===== src/rtl/esm_pkg.sv =====
// Shared constants for the ESM feeder: RV32I opcodes, the bubble word and the
// opcode decode table that yields the RegWrite/ALUSrc controls.
package esm_pkg;

  localparam int INSTR_W_DEFAULT = 32;

  localparam logic [31:0] BUBBLE = 32'h0000_0000;

  localparam logic [6:0] OPC_OP     = 7'b0110011;
  localparam logic [6:0] OPC_OP_IMM = 7'b0010011;
  localparam logic [6:0] OPC_LOAD   = 7'b0000011;
  localparam logic [6:0] OPC_STORE  = 7'b0100011;
  localparam logic [6:0] OPC_BRANCH = 7'b1100011;
  localparam logic [6:0] OPC_JAL    = 7'b1101111;
  localparam logic [6:0] OPC_JALR   = 7'b1100111;
  localparam logic [6:0] OPC_LUI    = 7'b0110111;
  localparam logic [6:0] OPC_AUIPC  = 7'b0010111;

  typedef struct packed {
    logic legal;
    logic reg_write;
    logic alu_src;
  } esm_dec_t;

  function automatic esm_dec_t decode_opcode(input logic [6:0] opc);
    esm_dec_t d;
    d = '{legal: 1'b0, reg_write: 1'b0, alu_src: 1'b0};
    case (opc)
      OPC_OP:     d = '{legal: 1'b1, reg_write: 1'b1, alu_src: 1'b0};
      OPC_OP_IMM: d = '{legal: 1'b1, reg_write: 1'b1, alu_src: 1'b1};
      OPC_LOAD:   d = '{legal: 1'b1, reg_write: 1'b1, alu_src: 1'b1};
      OPC_STORE:  d = '{legal: 1'b1, reg_write: 1'b0, alu_src: 1'b1};
      OPC_BRANCH: d = '{legal: 1'b1, reg_write: 1'b0, alu_src: 1'b0};
      OPC_JAL:    d = '{legal: 1'b1, reg_write: 1'b1, alu_src: 1'b0};
      OPC_JALR:   d = '{legal: 1'b1, reg_write: 1'b1, alu_src: 1'b1};
      OPC_LUI:    d = '{legal: 1'b1, reg_write: 1'b1, alu_src: 1'b1};
      OPC_AUIPC:  d = '{legal: 1'b1, reg_write: 1'b1, alu_src: 1'b1};
      default:    d = '{legal: 1'b0, reg_write: 1'b0, alu_src: 1'b0};
    endcase
    return d;
  endfunction

endpackage


===== src/rtl/esm_feed_fifo.sv =====
// Synchronous FIFO holding instruction words plus their end-of-stream flag.
// Pushes while full and pops while empty are ignored.
module esm_feed_fifo
  import esm_pkg::*;
#(
  parameter int W     = INSTR_W_DEFAULT,
  parameter int DEPTH = 4
) (
  input  logic                       clk,
  input  logic                       rst,
  input  logic                       push,
  input  logic [W-1:0]               push_data,
  input  logic                       push_last,
  input  logic                       pop,
  output logic [W-1:0]               head_data,
  output logic                       head_last,
  output logic [$clog2(DEPTH):0]     count,
  output logic                       full,
  output logic                       empty
);

  localparam int AW = $clog2(DEPTH);
  localparam int CW = AW + 1;

  logic [W:0]    mem_r [DEPTH];
  logic [AW-1:0] wr_ptr_r;
  logic [AW-1:0] rd_ptr_r;
  logic [CW-1:0] count_r;
  logic          push_en_s;
  logic          pop_en_s;

  assign full      = (count_r == CW'(DEPTH));
  assign empty     = (count_r == {CW{1'b0}});
  assign push_en_s = push && !full;
  assign pop_en_s  = pop && !empty;
  assign head_data = mem_r[rd_ptr_r][W-1:0];
  assign head_last = mem_r[rd_ptr_r][W];
  assign count     = count_r;

  // Storage and pointers; pointers wrap naturally because DEPTH is a power of two.
  always_ff @(posedge clk or negedge rst) begin
    if (!rst) begin
      for (int i = 0; i < DEPTH; i++) begin
        mem_r[i] <= {(W+1){1'b0}};
      end
      wr_ptr_r <= {AW{1'b0}};
      rd_ptr_r <= {AW{1'b0}};
      count_r  <= {CW{1'b0}};
    end else begin
      if (push_en_s) begin
        mem_r[wr_ptr_r] <= {push_last, push_data};
        wr_ptr_r        <= wr_ptr_r + AW'(1);
      end
      if (pop_en_s) begin
        rd_ptr_r <= rd_ptr_r + AW'(1);
      end
      case ({push_en_s, pop_en_s})
        2'b10:   count_r <= count_r + CW'(1);
        2'b01:   count_r <= count_r - CW'(1);
        default: count_r <= count_r;
      endcase
    end
  end

endmodule


===== src/rtl/esm_feeder.sv =====
// ESM feeder: buffers fetched RV32I words and issues one decoded word per clock.
// Optional macro ESM_FEED_X0_SUPPRESS_EN clears RegWrite for writes to x0.
module esm_feeder
  import esm_pkg::*;
#(
  parameter int Instruction_word_size = INSTR_W_DEFAULT,
  parameter int DEPTH                 = 4,
  parameter int ICNT_W                = 8
) (
  input  logic                             clk,
  input  logic                             rst,
  input  logic                             in_valid,
  input  logic [Instruction_word_size-1:0] in_instr,
  input  logic                             in_last,
  output logic                             in_ready,
  input  logic                             hold,
  output logic [Instruction_word_size-1:0] Instr_out,
  output logic                             RegWrite,
  output logic                             ALUSrc,
  output logic [$clog2(DEPTH):0]           fifo_count,
  output logic [ICNT_W-1:0]                illegal_cnt,
  output logic                             stream_done
);

  localparam int IW = Instruction_word_size;

  logic [IW-1:0] head_data_s;
  logic          head_last_s;
  logic          full_s;
  logic          empty_s;
  logic          push_s;
  logic          pop_s;
  esm_dec_t      dec_s;
  logic          reg_write_s;
  logic          zero_s;
  logic          issue_s;
  logic          drop_s;

  // Ready depends only on occupancy so fetch never sees a combinational path from hold.
  assign in_ready = !full_s;
  assign push_s   = in_valid && in_ready;
  assign pop_s    = !empty_s && !hold;

  esm_feed_fifo #(
    .W     (IW),
    .DEPTH (DEPTH)
  ) u_fifo (
    .clk       (clk),
    .rst       (rst),
    .push      (push_s),
    .push_data (in_instr),
    .push_last (in_last),
    .pop       (pop_s),
    .head_data (head_data_s),
    .head_last (head_last_s),
    .count     (fifo_count),
    .full      (full_s),
    .empty     (empty_s)
  );

  // Decode the FIFO head and classify it as issued, dropped (illegal) or a zero bubble.
  always_comb begin
    dec_s       = decode_opcode(head_data_s[6:0]);
    reg_write_s = dec_s.reg_write;
`ifdef ESM_FEED_X0_SUPPRESS_EN
    if (head_data_s[11:7] == 5'd0) begin
      reg_write_s = 1'b0;
    end else begin
      reg_write_s = dec_s.reg_write;
    end
`endif
    zero_s  = (head_data_s == IW'(BUBBLE));
    issue_s = pop_s && dec_s.legal && !zero_s;
    drop_s  = pop_s && !dec_s.legal && !zero_s;
  end

  // Output registers, illegal counter and sticky end-of-stream flag.
  always_ff @(posedge clk or negedge rst) begin
    if (!rst) begin
      Instr_out   <= IW'(BUBBLE);
      RegWrite    <= 1'b0;
      ALUSrc      <= 1'b0;
      illegal_cnt <= {ICNT_W{1'b0}};
      stream_done <= 1'b0;
    end else begin
      if (issue_s) begin
        Instr_out <= head_data_s;
        RegWrite  <= reg_write_s;
        ALUSrc    <= dec_s.alu_src;
      end else begin
        Instr_out <= IW'(BUBBLE);
        RegWrite  <= 1'b0;
        ALUSrc    <= 1'b0;
      end
      if (drop_s && (illegal_cnt != {ICNT_W{1'b1}})) begin
        illegal_cnt <= illegal_cnt + ICNT_W'(1);
      end else begin
        illegal_cnt <= illegal_cnt;
      end
      if (pop_s && head_last_s) begin
        stream_done <= 1'b1;
      end else begin
        stream_done <= stream_done;
      end
    end
  end

endmodule


===== config.mk =====
export PLATFORM = sky130hd
export DESIGN_NAME = esm_feeder
export DESIGN_NICKNAME = d
export VERILOG_FILES = /design/src/rtl/esm_pkg.sv /design/src/rtl/esm_feed_fifo.sv /design/src/rtl/esm_feeder.sv
export SDC_FILE = /design/constraint.sdc
export NUM_CORES = 1
export LEC_CHECK = 0
export ABC_AREA = 1
export CORE_UTILIZATION = 55
export CTS_CLUSTER_DIAMETER = 40
export CTS_CLUSTER_SIZE = 24
export DETAILED_ROUTE_END_ITERATION = 6
export PLACE_DENSITY = 0.86
export SYNTH_ARGS = -nofsm -noshare
export SYNTH_HDL_FRONTEND = slang
export SYNTH_SLANG_ARGS = --single-unit

===== constraint.sdc =====
create_clock -name clk -period 2.1 [get_ports clk]
set_input_delay 0.42 -clock clk [delete_from_list [all_inputs] [get_ports clk]]
set_output_delay 0.42 -clock clk [all_outputs]
set_load 0.02 [all_outputs]

==> results.cfg, run 1 <==
[drt]
drc = 5
drt-pass1-iter-count = 7
drtIter0Drc = 813
drtAntennaViolNets = 0
route.detailed.wl_per_inst_um = 20.7
wl_um = 23000
vias = 6655
via_per_inst = 5.99

[critical_path]
r2r_setup_slack_ns = -0.21
worstPathRequired_ns = 2.42
reg2regPathDepth = 15
crit_arrival_ns = 2.64
crit_slowest_cell = dfrtp_4
worst-setup-path-type = flip-flop to flip-flop
cp-endpoint = illegal_cnt[3]
critPathLaunchType = flip-flop
crit_family = simple AND/OR/NAND/NOR gates
critPathBufInv = 3
end_kind = flip-flop
worstPathCellList = clkinv_8 > buf_8 > buf_12 > nand2_1 > nand3_1 > nand2_1 > nand2_1 > nor2_2 > nand2_2 > nor2_4 > nand2_1 > nand2_2 > nor2_4 > nand3_2 > nand2_1
regToRegStartpoint = u_fifo.rd_ptr_r[0]
cp_max_fo = 18
max_stage_delay_ns = 0.53
cpMostUsedCell = nand2_1
critPathLaunch = u_fifo.rd_ptr_r[0]
reg2reg_to = illegal_cnt[3]
cp.depth = 15

[clocking]
clk_pin_slew_ns = 0.07
clock_sinks = 182
cts_buffer_depth = 2
cts_tree = yes
clockRootBuffer = clkbuf_16
ctsHtreeMaxLevel = 4
numCtsBuffers = 17
clk_latency_ns = 0.45

[yosys]
synth_top_family_by_area = simple AND/OR/NAND/NOR gates
synth.area.top_cells = dfrtp_1 (55%), mux2_2 (17%), nand2_1 (11%), nand3_1 (4.5%), nor2_2 (1.7%)
synthMuxAreaShare = 0.173
yosys.area_share.adder = 0.0115
synth_nets = 839
synth_cells = 795
synth_compound_area_frac = 0.0124
ys_types = 28
yosys.area_share.simple = 0.201
synth_top_area_share = 0.552
netlist_area_um2 = 8250
yosysWarnings = 0
yosys.area.top_type = dfrtp_1
synth_xor_area_frac = 0.0106
avgSynthCellArea_um2 = 10.4
yosys_register_bits = 182
yosysSeqAreaShare = 0.552

[layout]
num_antenna_cells = 0
final_cells = 1111
nets = 959
seq_area_um2 = 4560
final_layout_size_suffix_gt1_frac = 0.341
layout_common_cells = nand2_1 (208), dfrtp_1 (181), mux2_2 (127)
multi_input_area_um2 = 3660
design_area_um2 = 10800
fillers = 850
fin_util = 0.738
syn_to_final_growth_pct = 30.5
final_common_cell = nand2_1

[power_and_ir_drop]
p_int_uw = 10700
switching_share = 0.394
vdd_drop_max_v = 0.000921
clock_power_share = 0.181
p_leak_uw = 0.00490
switchingPower_uw = 6940
power_density_nw_per_um2 = 1630
p_seq_frac = 0.341
p_comb_frac = 0.478

[place]
place_inst = 1058
placed_cell_area_um2 = 9570
numPortBuffers = 83
hpwl_um = 11900
gp_congestion = 0.853

[timing]
final-hold-violation-count = 0
worst_slack_ns = -0.213
skew_ns = 0.0148
max_clock_freq_mhz = 432
tns_ns = -5.24
period_share = 1.10
fin_crit_ns = 2.31
rsz0062_at_grt = yes
maxSlewViolCount = 0
tightest_slew_ns = 0.497
setup_viol = 42
slew_headroom = 0.669

[die]
core_um2 = 14600
die_w_um = 124
row_count = 44
die_area_um2 = 15500
die_h_um = 124
ios = 84
initial_core_util = 0.566

[run_status]
violations = design-rule violations, negative setup slack
outcome = complete, but fails checks

[min_path]
hp-class = input pin to async pin

[global_routing]
antenna_found_initial = 0
grtUsageTotal = 0.254
grt_max_degree = 49
grt_pass1_vias = 6290
grt-ovfl-total = 0
grt_pass1_wl_um = 30800

[job]
maxCapViolCount = 0
-- metrics by stage --
stage | worst slack, ns | hold WS, ns | power [uW]
4_1_cts | -0.00414 | 0.491 | 15900
2_1_floorplan | 0.0805 | 0.124 | 10500
5_1_grt | -0.270 | 0.518 | 18500
3_3_place_gp | 0.0383 | 0.382 | 12300
3_5_place_dp | -0.0260 | 0.386 | 12600
6_report | -0.213 | 0.479 | 17600
-- how the worst min path moves through the flow --
stage | endpoint | slack (ns) | cells past startpoint
after floorplan | ALUSrc | 0.12 | 0
after global placement | u_fifo.count[1] | 0.38 | 1
after detailed placement | u_fifo.count[1] | 0.39 | 1
after CTS | stream_done | 0.49 | 1
after global routing | u_fifo.mem_r[85] | 0.52 | 1
final | u_fifo.count[1] | 0.48 | 2
-- power groups by stage --
stage | sequential, uW | clock (uW) | combinational [uW]
after floorplan | 5760 | 0 | 4700
after global placement | 5770 | 0 | 6500
after detailed placement | 5870 | 0 | 6740
after CTS | 5840 | 3190 | 6880
after global routing | 6130 | 3380 | 8950
final | 6010 | 3190 | 8410
-- synthesized netlist by cell type --
cell type and count:
buf_2 25, xnor2_1 3, xor2_1 7, inv_2 2, inv_4 1, nand2_2 4
nand2_4 2, nand2_1 244, dfrtp_1 182, a31o_2 1, nor4_1 2, ha_1 6
a21boi_1 1, a31oi_1 1, mux2_2 127, buf_6 6, nor2_2 22, inv_1 23
a21oi_1 6, nand3_1 74, nor2_4 2, nor3_1 3, o21ai_0 10, nand3_2 1
buf_4 3, fa_1 1, nor2_1 33, clkbuf_1 3
-- sequential cells by signal, indices dropped and copies added (netlist names) --
name / cells
RegWrite: 1
u_fifo.rd_ptr_r: 2
Instr_out: 32
u_fifo.mem_r: 132
u_fifo.wr_ptr_r: 2
u_fifo.count: 3
stream_done: 1
illegal_cnt: 8
ALUSrc: 1
-- repair_timing --
action	in CTS	in global routing
resized for setup	2	100
cloned	0	6
endpoints found under the setup margin	11	42
pin swaps	0	26
buffers inserted	1	14
hold buffers	1	0
hold endpoints to repair	41	0
-- layout make-up --
class	instances	area share
Sequential cell	182	0.423
Clock inverter	9	0.00929
Tap cell	184	0.0214
Timing Repair Buffer	138	0.151
Inverter	26	0.0102
Clock buffer	22	0.0450
Multi-Input combinational cell	550	0.340
-- routing by layer --
layer,track usage,up-vias,share of wire
met5,0,-,0
met4,0.117,0,0.042
met1,0.318,3291,0.38
met3,0.0614,104,0.072
met2,0.417,408,0.51
li1,-,2852,-
-- cell families after synthesis --
kind of cell,Yosys count
buffers and inverters,63
multiplexers,127
AO/OA/AOI/OAI,19
AND/OR/NAND/NOR,387
flip-flops,182
adder cells (fa/ha/maj),7
XOR/XNOR,10
Note: power is estimated with default switching activity, not from simulation.
==> run 2, diff against run 1 <==
--- a/config.mk
+++ b/config.mk
@@ -6,11 +6,11 @@
 export NUM_CORES = 1
 export LEC_CHECK = 0
 export ABC_AREA = 1
-export CORE_UTILIZATION = 55
+export CORE_UTILIZATION = 30
 export CTS_CLUSTER_DIAMETER = 40
 export CTS_CLUSTER_SIZE = 24
 export DETAILED_ROUTE_END_ITERATION = 6
-export PLACE_DENSITY = 0.86
+export PLACE_DENSITY = 0.56
 export SYNTH_ARGS = -nofsm -noshare
 export SYNTH_HDL_FRONTEND = slang
 export SYNTH_SLANG_ARGS = --single-unit
==> constraint.sdc (replaced) <==
create_clock -name clk -period 2.1 [get_ports clk]
set_input_delay 0.42 -clock clk [delete_from_list [all_inputs] [get_ports clk]]
set_output_delay 0.42 -clock clk [all_outputs]
set_load 0.1 [all_outputs]
==> run 2 against run 1 <==
The run ends with negative setup slack left. Clock skew decreased by 0.0058 ns. Combinational power rose by 2%. Sequential cell count unchanged. Design area decreased by 1.0%. Critical path depth fell by 1. Largest power group unchanged. Highest routed layer unchanged.
==> results.cfg, run 2 (synthesis results as in run 1) <==
[drt]
met2_length_um = 9120
route.detailed.wl_per_inst_um = 15.6
vias = 5906
drc = 0
met3WireLength_um = 592
drt-pass1-iter-count = 6
maxUsedRoutingLayer = met4
wl_um = 19800
wl_met1_um = 9900
drtIter0Drc = 296
drtAntennaViolNets = 0
via_per_inst = 4.65

[timing]
rsz0062_at_grt = yes
tightest_slew_ns = 0.466
period_share = 1.00
slew_headroom = 0.690
setup_viol = 1
fin_crit_ns = 2.11
tns_ns = -0.00503
final-hold-violation-count = 0
skew_ns = 0.00903
max_clock_freq_mhz = 475
worst_slack_ns = -0.00503
hold_ws_ns = 0.371
maxSlewViolCount = 0

[critical_path]
end_kind = flip-flop
worstPathRequired_ns = 2.41
critPathLaunchType = flip-flop
crit_arrival_ns = 2.42
reg2regPathDepth = 14
critPathLaunch = u_fifo.rd_ptr_r[0]
cp_max_fo = 13
r2r_setup_slack_ns = -0.005
regToRegStartpoint = u_fifo.rd_ptr_r[0]
worst-setup-path-type = flip-flop to flip-flop
reg2reg_to = illegal_cnt[5]
cp-endpoint = illegal_cnt[5]

[die]
row_count = 60
die_h_um = 168
initial_core_util = 0.306
die_area_um2 = 28200
die_w_um = 168
ios = 84
core_um2 = 27000

[place]
place_ws_ns = 0.00219
place_inst = 1226
hpwl_um = 12300
placed_cell_area_um2 = 9770
gp_congestion = 0.807
numPortBuffers = 83

[clocking]
clk_latency_ns = 0.43
clock_sinks = 182
cts_tree = yes
cts_buffer_depth = 2
numCtsBuffers = 17
clockRootBuffer = clkbuf_16
ctsHtreeMaxLevel = 4
clk_pin_slew_ns = 0.07

[job]
maxCapViolCount = 0

[layout]
largest_register = u_fifo.mem_r
nets = 959
design_area_um2 = 10700
num_antenna_cells = 0
largest_register_ffs = 132
reg_top3 = u_fifo.mem_r x132, Instr_out x32, illegal_cnt x8
final_cells = 1269
final_common_cell = nand2_1
final_layout_size_suffix_gt1_frac = 0.366
layout_common_cells = nand2_1 (225), dfrtp_1 (174), mux2_2 (127)
syn_to_final_growth_pct = 29.2

[global_routing]
grt_pass1_wl_um = 32000
antenna_found_initial = 0
grt_max_degree = 75
grt_pass1_vias = 5866
grtUsageTotal = 0.146
grt-ovfl-total = 0

[power_and_ir_drop]
power_density_nw_per_um2 = 1670
vdd_drop_max_v = 0.000592
p_leak_uw = 0.00492

[min_path]
hp-class = input pin to async pin

[run_status]
violations = negative setup slack
outcome = complete, but fails checks
-- run 2: changes by cell type in the layout (fill, tap and decap cells not counted), moves of 6 or more --
| cell | before | now |
|---|---|---|
| nor2_1 | 14 | 24 |
| nor2_2 | 30 | 24 |
| clkdlybuf4s50_1 | 81 | 35 |
| nand3_2 | 10 | 2 |
| nand2_2 | 36 | 21 |
| dfrtp_1 | 181 | 174 |
| nand3_1 | 64 | 71 |
| buf_4 | 20 | 78 |
| nand2_1 | 208 | 225 |
-- run 2: cell type report --
cell class	instances	area, um2
Sequential cell	182	4570
Timing Repair inverter	1	8.76
Timing Repair Buffer	137	1380
Tap cell	341	427
Inverter	26	115
Fill cell	2617	16300
Multi-Input combinational cell	550	3540
Clock inverter	12	169
Clock buffer	20	447
-- run 2: worst max-delay path: stages (launching register included) --
cell	delay, ns
dfrtp_4	0.57
buf_4	0.18
clkbuf_16	0.17
nand2_1	0.06
nand3_1	0.08
nand2_2	0.09
nand2_1	0.07
nor2_1	0.11
nand2_2	0.10
nor2_4	0.18
nand2_2	0.09
nand2_2	0.09
nor2_4	0.07
nand3_1	0.07
nand2_1	0.06
-- run 2: worst min path at each step --
stage / start / endpoint / slack, ns
2_1_floorplan: rst / ALUSrc / 0.12
3_3_place_gp: rst / illegal_cnt[2] / 0.25
3_5_place_dp: rst / illegal_cnt[2] / 0.25
4_1_cts: rst / illegal_cnt[0] / 0.35
5_1_grt: rst / illegal_cnt[2] / 0.36
6_report: rst / illegal_cnt[2] / 0.37
-- run 2: per-layer routing --
layer	track usage	up-vias
met3	0.0306	17
met1	0.206	2945
met2	0.224	98
met4	0.0423	0
li1	-	2846
met5	0	-
-- run 2: through the flow --
| step | utilization | total power (uW) |
|---|---|---|
| global placement | 0.362 | 13800 |
| detailed placement | 0.362 | 13900 |
| global route | 0.396 | 19000 |
| floorplan | - | 11400 |
| CTS | 0.386 | 17300 |
| finish | 0.396 | 17800 |
-- run 2: report_power, final --
part | switching, uW | total (uW) | leakage, uW | internal, uW
sequential | 832 | 5850 | 0.00223 | 5020
clock | 1440 | 3370 | 0.000299 | 1930
combinational | 4810 | 8540 | 0.00239 | 3730
total | 7070 | 17800 | 0.00492 | 10700
-- run 2: repair_timing --
action | 4_1_cts | 5_1_grt
setup endpoints to repair | 8 | 41
hold buffers | 1 | 0
hold endpoints to repair | 9 | 0
pin swaps | 0 | 9
cloned | 0 | 4
buffers inserted | 0 | 6
gates resized for setup | 2 | 38
